**src/rtl/boss_health_fsm_pkg.sv**
```systemverilog
// Shared types and defaults for the boss health state machine and its timers.
package boss_pkg;

  localparam int HIT_W = 4;

  localparam int DEF_MAX_HITS     = 10;
  localparam int DEF_ENRAGE_HITS  = 5;
  localparam int DEF_FLASH_FRAMES = 8;
  localparam int DEF_DEATH_FRAMES = 60;

  typedef enum logic [2:0] {
    IDLE     = 3'd0,
    ALIVE    = 3'd1,
    ENRAGED  = 3'd2,
    DYING    = 3'd3,
    DEFEATED = 3'd4
  } boss_state_t;

  // Remaining health: max_hits - hits, floored at zero, done one bit wider
  // than the hit count so the subtraction can never wrap.
  function automatic logic [HIT_W-1:0] calc_health(
    input logic [HIT_W:0] max_hits,
    input logic [HIT_W:0] hits
  );
    logic [HIT_W:0] diff;
    if (hits >= max_hits) begin
      diff = '0;
    end else begin
      diff = max_hits - hits;
    end
    return diff[HIT_W-1:0];
  endfunction

endpackage

```
**src/rtl/boss_frame_timer.sv**
```systemverilog
// Frame-rate down-counter: clear beats load, load beats a frame_tick decrement.
// done_o flags that the current tick takes the counter from 1 to 0.
module boss_frame_timer #(
  parameter int W = 4
) (
  input  logic         clk,
  input  logic         reset,
  input  logic         load_i,
  input  logic [W-1:0] load_val_i,
  input  logic         clear_i,
  input  logic         tick_i,
  output logic         zero_o,
  output logic         done_o
);

  logic [W-1:0] count_q;
  logic [W-1:0] count_d;

  // Next count: clear, reload, or decrement on a frame tick while nonzero.
  always_comb begin
    count_d = count_q;
    if (clear_i) begin
      count_d = '0;
    end else if (load_i) begin
      count_d = load_val_i;
    end else if (tick_i && (count_q != '0)) begin
      count_d = count_q - W'(1);
    end else begin
      count_d = count_q;
    end
  end

  // Counter register.
  always_ff @(posedge clk or posedge reset) begin
    if (reset) begin
      count_q <= '0;
    end else begin
      count_q <= count_d;
    end
  end

  assign zero_o = (count_q == '0);
  assign done_o = tick_i && (count_q == W'(1));

endmodule

```
**src/rtl/boss_health_fsm.sv**
```systemverilog
// Boss health / enrage / hit-flash / death-sequence controller driven by the
// cumulative hit counter. All outputs come straight from flops.
module boss_health_fsm
  import boss_pkg::*;
#(
  parameter int MAX_HITS     = DEF_MAX_HITS,
  parameter int ENRAGE_HITS  = DEF_ENRAGE_HITS,
  parameter int FLASH_FRAMES = DEF_FLASH_FRAMES,
  parameter int DEATH_FRAMES = DEF_DEATH_FRAMES
) (
  input  logic             clk,
  input  logic             reset,
  input  logic             start,
  input  logic             frame_tick,
  input  logic [HIT_W-1:0] hit_count,
  output logic [HIT_W-1:0] health,
  output logic             boss_active,
  output logic             boss_enraged,
  output logic             boss_flash,
  output logic             boss_exploding,
  output logic             boss_defeated,
  output logic             defeat_pulse
);

  localparam int H5 = HIT_W + 1;
  localparam int FW = $clog2(FLASH_FRAMES + 1);
  localparam int DW = $clog2(DEATH_FRAMES + 1);

  localparam logic [H5-1:0] MAX5       = H5'(MAX_HITS);
  localparam logic [H5-1:0] ENR5       = H5'(ENRAGE_HITS);
  localparam logic [FW-1:0] FLASH_LOAD = FW'(FLASH_FRAMES);
  localparam logic [DW-1:0] DEATH_LOAD = DW'(DEATH_FRAMES);

  boss_state_t      state_q, state_d;
  logic [HIT_W-1:0] hits_q, hits_d;
  logic [HIT_W-1:0] prev_q;
  logic [HIT_W-1:0] delta_s;
  logic [H5-1:0]    sum_s;
  logic [H5-1:0]    sat_s;

  logic flash_load_s, flash_clr_s, flash_zero_s, flash_done_s;
  logic death_load_s, death_clr_s, death_zero_s, death_done_s;
  logic death_expire_s;
  logic active_d_s, flash_next_on_s;

  logic [HIT_W-1:0] health_q;
  logic active_q, enraged_q, flash_q, exploding_q, defeated_q, pulse_q;

  boss_frame_timer #(.W(FW)) u_flash_timer (
    .clk        (clk),
    .reset      (reset),
    .load_i     (flash_load_s),
    .load_val_i (FLASH_LOAD),
    .clear_i    (flash_clr_s),
    .tick_i     (frame_tick),
    .zero_o     (flash_zero_s),
    .done_o     (flash_done_s)
  );

  boss_frame_timer #(.W(DW)) u_death_timer (
    .clk        (clk),
    .reset      (reset),
    .load_i     (death_load_s),
    .load_val_i (DEATH_LOAD),
    .clear_i    (death_clr_s),
    .tick_i     (frame_tick),
    .zero_o     (death_zero_s),
    .done_o     (death_done_s)
  );

  // The explosion ends on the tick that takes the death timer from 1 to 0.
  assign death_expire_s = death_done_s && !death_zero_s;

  // Next state, hit accumulation and timer controls; start overrides any hit.
  always_comb begin
    delta_s      = hit_count - prev_q;
    sum_s        = {1'b0, hits_q} + {1'b0, delta_s};
    sat_s        = (sum_s >= MAX5) ? MAX5 : sum_s;
    state_d      = state_q;
    hits_d       = hits_q;
    flash_load_s = 1'b0;
    flash_clr_s  = 1'b0;
    death_load_s = 1'b0;
    death_clr_s  = 1'b0;
    if (start) begin
      state_d     = ALIVE;
      hits_d      = '0;
      flash_clr_s = 1'b1;
      death_clr_s = 1'b1;
    end else begin
      case (state_q)
        IDLE: state_d = IDLE;
        ALIVE, ENRAGED: begin
          if (delta_s != '0) begin
            hits_d       = sat_s[HIT_W-1:0];
            flash_load_s = 1'b1;
            if (sat_s >= MAX5) begin
              // Straight to the explosion; the flash is killed on entry.
              state_d      = DYING;
              death_load_s = 1'b1;
              flash_clr_s  = 1'b1;
            end else if ((state_q == ALIVE) && (sat_s >= ENR5)) begin
              state_d = ENRAGED;
            end else begin
              state_d = state_q;
            end
          end else begin
            state_d = state_q;
          end
        end
        DYING: begin
          if (death_expire_s) begin
            state_d = DEFEATED;
          end else begin
            state_d = DYING;
          end
        end
        DEFEATED: state_d = DEFEATED;
        default: begin
          state_d = IDLE;
          hits_d  = '0;
        end
      endcase
    end
  end

  // Predict the flash timer's next nonzero-ness so boss_flash can be a flop.
  always_comb begin
    active_d_s = (state_d == ALIVE) || (state_d == ENRAGED);
    if (flash_clr_s) begin
      flash_next_on_s = 1'b0;
    end else if (flash_load_s) begin
      flash_next_on_s = (FLASH_LOAD != '0);
    end else if (flash_zero_s || flash_done_s) begin
      flash_next_on_s = 1'b0;
    end else begin
      flash_next_on_s = 1'b1;
    end
  end

  // State, accumulator, hit-count tracker and registered outputs.
  always_ff @(posedge clk or posedge reset) begin
    if (reset) begin
      state_q     <= IDLE;
      hits_q      <= '0;
      prev_q      <= '0;
      health_q    <= MAX5[HIT_W-1:0];
      active_q    <= 1'b0;
      enraged_q   <= 1'b0;
      flash_q     <= 1'b0;
      exploding_q <= 1'b0;
      defeated_q  <= 1'b0;
      pulse_q     <= 1'b0;
    end else begin
      state_q     <= state_d;
      hits_q      <= hits_d;
      prev_q      <= hit_count;
      health_q    <= calc_health(MAX5, {1'b0, hits_d});
      active_q    <= active_d_s;
      enraged_q   <= (state_d == ENRAGED);
      flash_q     <= active_d_s && flash_next_on_s;
      exploding_q <= (state_d == DYING);
      defeated_q  <= (state_d == DEFEATED);
      pulse_q     <= (state_d == DEFEATED) && (state_q != DEFEATED);
    end
  end

  assign health         = health_q;
  assign boss_active    = active_q;
  assign boss_enraged   = enraged_q;
  assign boss_flash     = flash_q;
  assign boss_exploding = exploding_q;
  assign boss_defeated  = defeated_q;
  assign defeat_pulse   = pulse_q;

endmodule

```
**config.mk**
```make
export PLATFORM = sky130hd
export DESIGN_NAME = boss_health_fsm
export DESIGN_NICKNAME = d
export VERILOG_FILES = /design/src/rtl/boss_health_fsm_pkg.sv /design/src/rtl/boss_frame_timer.sv /design/src/rtl/boss_health_fsm.sv
export SDC_FILE = /design/constraint.sdc
export NUM_CORES = 1
export LEC_CHECK = 0
export BUFFER_PORTS_ARGS = -buffer_cell sky130_fd_sc_hd__buf_4
export CAP_MARGIN = 20
export CORE_MARGIN = 2
export CORE_UTILIZATION = 52
export CTS_CLUSTER_SIZE = 40
export DETAILED_ROUTE_END_ITERATION = 12
export GPL_TIMING_DRIVEN = 0
export PLACE_DENSITY = 0.74
export SLEW_MARGIN = 20
export SYNTH_ARGS = -nofsm -noshare
export SYNTH_HDL_FRONTEND = slang
export SYNTH_SLANG_ARGS = --single-unit
```
**constraint.sdc**
```tcl
create_clock -name clk -period 3.3 [get_ports clk]
set_input_delay 0.165 -clock clk [delete_from_list [all_inputs] [get_ports clk]]
set_output_delay 0.165 -clock clk [all_outputs]
set_load 0.005 [all_outputs]
```
==> results.sh <==
export IMPL_worstMarginPinSlew_ns=0.632
export IMPL_cp_common_cell="sky130_fd_sc_hd__or2_4"
export IMPL_post_synth_top_count_cell="sky130_fd_sc_hd__dfrtp_1"
export IMPL_pwr_share_comb_pct=65.8
export IMPL_cts_buffers=5
export IMPL_cpLargestDelayFamily="adder cells"
export IMPL_power_share_clock_pct=9.8
export IMPL_cp_buffers_inverters=3
export IMPL_grt_overflow_total=0
export IMPL_timing_hold_worst_start="frame_tick"
export IMPL_vias=1549
export IMPL_synth_top_family_by_area="simple AND/OR/NAND/NOR gates"
export IMPL_finClkSkew_ns=0.0139
export IMPL_post_synth_edffs=0
export IMPL_power_share_switching_pct=42.0
export IMPL_timing_fmax_mhz=284
export IMPL_grt_pass1_wl_mm=7.16
export IMPL_synth_seq_cells=31
export IMPL_slew_headroom_pct=57.8
export IMPL_synth_area_mux_share_pct=0.560
export IMPL_cell_taking_the_most_area_after_synthesis="sky130_fd_sc_hd__dfrtp_1"
export IMPL_synth_top_cell_area_share_pct=40.6
export IMPL_regToRegStartpoint="prev_q[0]$_DFF_PP0_"
export IMPL_avgViaCountPerCell=5.55
export IMPL_run_status="finished with violations"
export IMPL_synth_adder_area_share_pct=11.3
export IMPL_report_final_hold_viol_count=0
export IMPL_max_cap_violations=0
export IMPL_max_ir_drop_vdd_mv=0.714
export IMPL_portion_of_the_clock_cycle_consumed_by_the_worst_path_in_the_final_layout_pct=107
export IMPL_synth_cells=185
export IMPL_minimum_period_implied_by_the_final_worst_setup_slack_ns=3.52
export IMPL_crit_path_max_incr_delay_ns=0.60
export IMPL_synthSimpleGateAreaFrac_pct=18.6
export IMPL_antenna_cells=0
export IMPL_worst_setup_hold_path_clk_slew_ns=0.11
export IMPL_start_util_pct=54.0
export IMPL_cp_cell_sequence="ha_2 -> inv_2 -> fa_2 -> inv_2 -> fa_2 -> nand2b_4 -> nand3_4 -> a211oi_4 -> or2_4 -> a32oi_2 -> or2_4 -> inv_4 -> ha_4 -> or2_4 -> nor4_4 -> a211o_1"
export IMPL_async_flop_share_pct=100
export IMPL_syn_avg_cell_area_sq_um=9.66
export IMPL_buffers_added_on_ports=16
export IMPL_detailedPlace_worstSlack_ns=-0.308
export IMPL_switching_power_uw=1010
export IMPL_cts_root_buf="sky130_fd_sc_hd__clkbuf_4"
export IMPL_synth_nets=208
export IMPL_r2r_worst_path_cells=16
export IMPL_drt_pre_antenna_iters=4
export IMPL_number_of_endpoints_failing_setup_at_the_final_stage=3
export IMPL_final_hold_worst_slack_ns=0.240
export IMPL_rows=21
export IMPL_cell_internal_power_dissipation_uw=1390
export IMPL_drive_gt1_share_pct=37.8
export IMPL_postSynth_topFlopCell="sky130_fd_sc_hd__dfrtp_1"
export IMPL_groute_usage_overall_pct=23.5
export IMPL_critical_path_slowest_cell="sky130_fd_sc_hd__fa_2"
export IMPL_area_delta_synth_final_pct=38.0
export IMPL_ys_warnings_count=0
export IMPL_most_frequent_cells_after_synthesis="29 x sky130_fd_sc_hd__dfrtp_1, 19 x sky130_fd_sc_hd__inv_1, 15 x sky130_fd_sc_hd__nor2_1"
export IMPL_clk_path_buf_depth=2
export IMPL_violations="negative setup slack"
export IMPL_timing_critical_path_depth=16
export IMPL_drt_iter0_markers=59
export IMPL_endpoint_kind="register"
export IMPL_fp_coreArea_sq_mm=0.00331
export IMPL_p_leak_uw=0.00114
export IMPL_die_area_sq_mm=0.00392
export IMPL_grt_start_max_net_pins=32
export IMPL_via_count_of_the_first_global_routing_pass=1568
export IMPL_crit_fanout=3
export IMPL_cts_num_sinks=31
export IMPL_die_h_microns=62.6
export IMPL_design_portCount=18
export IMPL_totalWireLength_mm=4.29
export IMPL_synthXorXnorAreaFrac_pct=5.39
export IMPL_setup_tns_ns=-0.517
export IMPL_combined_area_of_all_synthesized_cells_sq_mm=0.00179
export IMPL_min_delay_worst_endpoint="u_flash_timer.count_q[2]$_DFFE_PP0P_"
export IMPL_clk_latency_ns=0.33
export IMPL_synth_compound_area_share_pct=15.6
export IMPL_holdCritPathClass="input port to register"
export IMPL_yosysSeqAreaShare_pct=43.6
export IMPL_synth_lib_cells_used_distinct=43
export IMPL_antenna_found_initial=0
export IMPL_worstSetupPathType="register to register"
export IMPL_hpwlAfterDp_mm=2.66
export IMPL_pwr_share_seq_pct=24.4
export IMPL_clock_tree_htree_level_count=2
export IMPL_critical_path_required_ns=3.57
export IMPL_layout_setup_ws_ns=-0.216
export IMPL_worstPathArrival_ns=3.79
export IMPL_drc=0
export IMPL_synth_area_leaders="sky130_fd_sc_hd__dfrtp_1 41%, sky130_fd_sc_hd__ha_1 9.1%, sky130_fd_sc_hd__inv_1 4.0%"
export IMPL_rsz0062_at_grt="true"
export IMPL_power_density_mw_per_mm2=972
export IMPL_r2r_setup_slack_ns=-0.22
export IMPL_drv_slew=0
export IMPL_finalWeightedCongestion=0.904
export IMPL_routed_wire_length_per_instance_microns=15.4
export IMPL_die_width_microns=62.6
export IMPL_start_kind="register"
export IMPL_tritoncts="yes"
export IMPL_final_nets=255
export IMPL_worst_hold_path_stage_count=4
export IMPL_ant_nets=0
export IMPL_reg2reg_to="health[3]$_DFF_PP1_"
per-stage QoR:
stage / utilization [%] / cell area [sq um] / instances / total power [uW]
6_report: 74.5 / 2460 / 279 / 2390
4_1_cts: 71.9 / 2380 / 278 / 2190
3_3_place_gp: 61.6 / 2040 / 247 / 1570
3_5_place_dp: 61.6 / 2040 / 247 / 1620
5_1_grt: 74.5 / 2460 / 279 / 2570
2_1_floorplan: - / 1860 / 185 / 1370
layer usage:
metal / wire (microns) / track usage (%) / up-vias
met5: 0 / 0 / -
met3: 164 / 5.77 / 16
met1: 1790 / 26.8 / 755
li1: - / - / 737
met4: 127 / 10.0 / 0
met2: 2210 / 41.9 / 41
worst register-to-register path: cells and delay by family (launching register included):
kind	cells	cell delay, ns
fa+ha+maj	4	1.34
compound gates	3	0.39
flops	1	0.36
buf+inv	3	0.14
simple gates	6	1.23
registers in the layout, indices dropped and copies added (netlist names), 3 cells and up:
| signal | flops |
|---|---|
| health | 4 |
| u_death_timer.count_q | 6 |
| u_flash_timer.count_q | 4 |
| hits_q | 4 |
| prev_q | 4 |
| state_q | 3 |
area by class of cell:
class,count,area [sq um]
tap,46,57.6
fill,229,846
buffer,4,16.3
multi-input combinational,131,1160
inverter,19,73.8
clock inverter,1,5.00
timing repair buffer,40,320
sequential,31,778
clock buffer,7,55.1
worst max path at each step:
stage,start,end,slack [ns]
5_1_grt,prev_q[0]$_DFF_PP0_,health[3]$_DFF_PP1_,-0.36
3_3_place_gp,hit_count[0],health[3]$_DFF_PP1_,-0.22
3_5_place_dp,hit_count[0],health[3]$_DFF_PP1_,-0.31
2_1_floorplan,prev_q[1]$_DFF_PP0_,health[3]$_DFF_PP1_,0.00002
4_1_cts,prev_q[2]$_DFF_PP0_,health[3]$_DFF_PP1_,-0.19
6_report,prev_q[0]$_DFF_PP0_,health[3]$_DFF_PP1_,-0.22
power by group through the flow:
stage                     Clock (uW)  Combinational (uW)  Sequential (uW)
after global placement             0                 989              578
after CTS                        237                1380              578
after detailed placement           0                1030              583
after global routing             260                1710              596
after floorplan                    0                 801              572
final                            236                1580              583
what timing repair did:
action                                  CTS  global route
buffers inserted                         18             4
gates cloned                              0             0
hold endpoints to repair                 33             0
resized for setup                        20            15
endpoints found under the setup margin    3             7
hold buffers                              5             0
pin swaps                                20            15
kinds of logic (layout without fill, tap and decap cells):
| kind of cell | Yosys count | after routing |
|---|---|---|
| AND/OR/NAND/NOR | 63 | 63 |
| AO/OA/AOI/OAI | 41 | 41 |
| flip-flops | 31 | 31 |
| buffers and inverters | 23 | 71 |
| adder cells (fa/ha/maj) | 15 | 15 |
| XOR/XNOR | 11 | 11 |
| multiplexers | 1 | 1 |
cell usage in the layout, fill, tap and decap left out, types with 3 or more instances in the layout:
cell type                       instances
sky130_fd_sc_hd__a21o_1                 4
sky130_fd_sc_hd__a21oi_1               11
sky130_fd_sc_hd__and2_1                 4
sky130_fd_sc_hd__buf_4                 33
sky130_fd_sc_hd__clkbuf_1               4
sky130_fd_sc_hd__clkbuf_4               5
sky130_fd_sc_hd__dfrtp_1               29
sky130_fd_sc_hd__dlygate4sd3_1          5
sky130_fd_sc_hd__ha_1                   6
sky130_fd_sc_hd__ha_4                   5
sky130_fd_sc_hd__inv_1                 12
sky130_fd_sc_hd__inv_2                  6
sky130_fd_sc_hd__nand2_1               12
sky130_fd_sc_hd__nand3_1                3
sky130_fd_sc_hd__nor2_1                12
sky130_fd_sc_hd__nor3_1                 5
sky130_fd_sc_hd__nor4_1                 5
sky130_fd_sc_hd__o21ai_0                4
sky130_fd_sc_hd__or2_4                  5
sky130_fd_sc_hd__xnor2_1                4
sky130_fd_sc_hd__xor2_1                 5
Note: power is estimated with default switching activity, not from simulation.
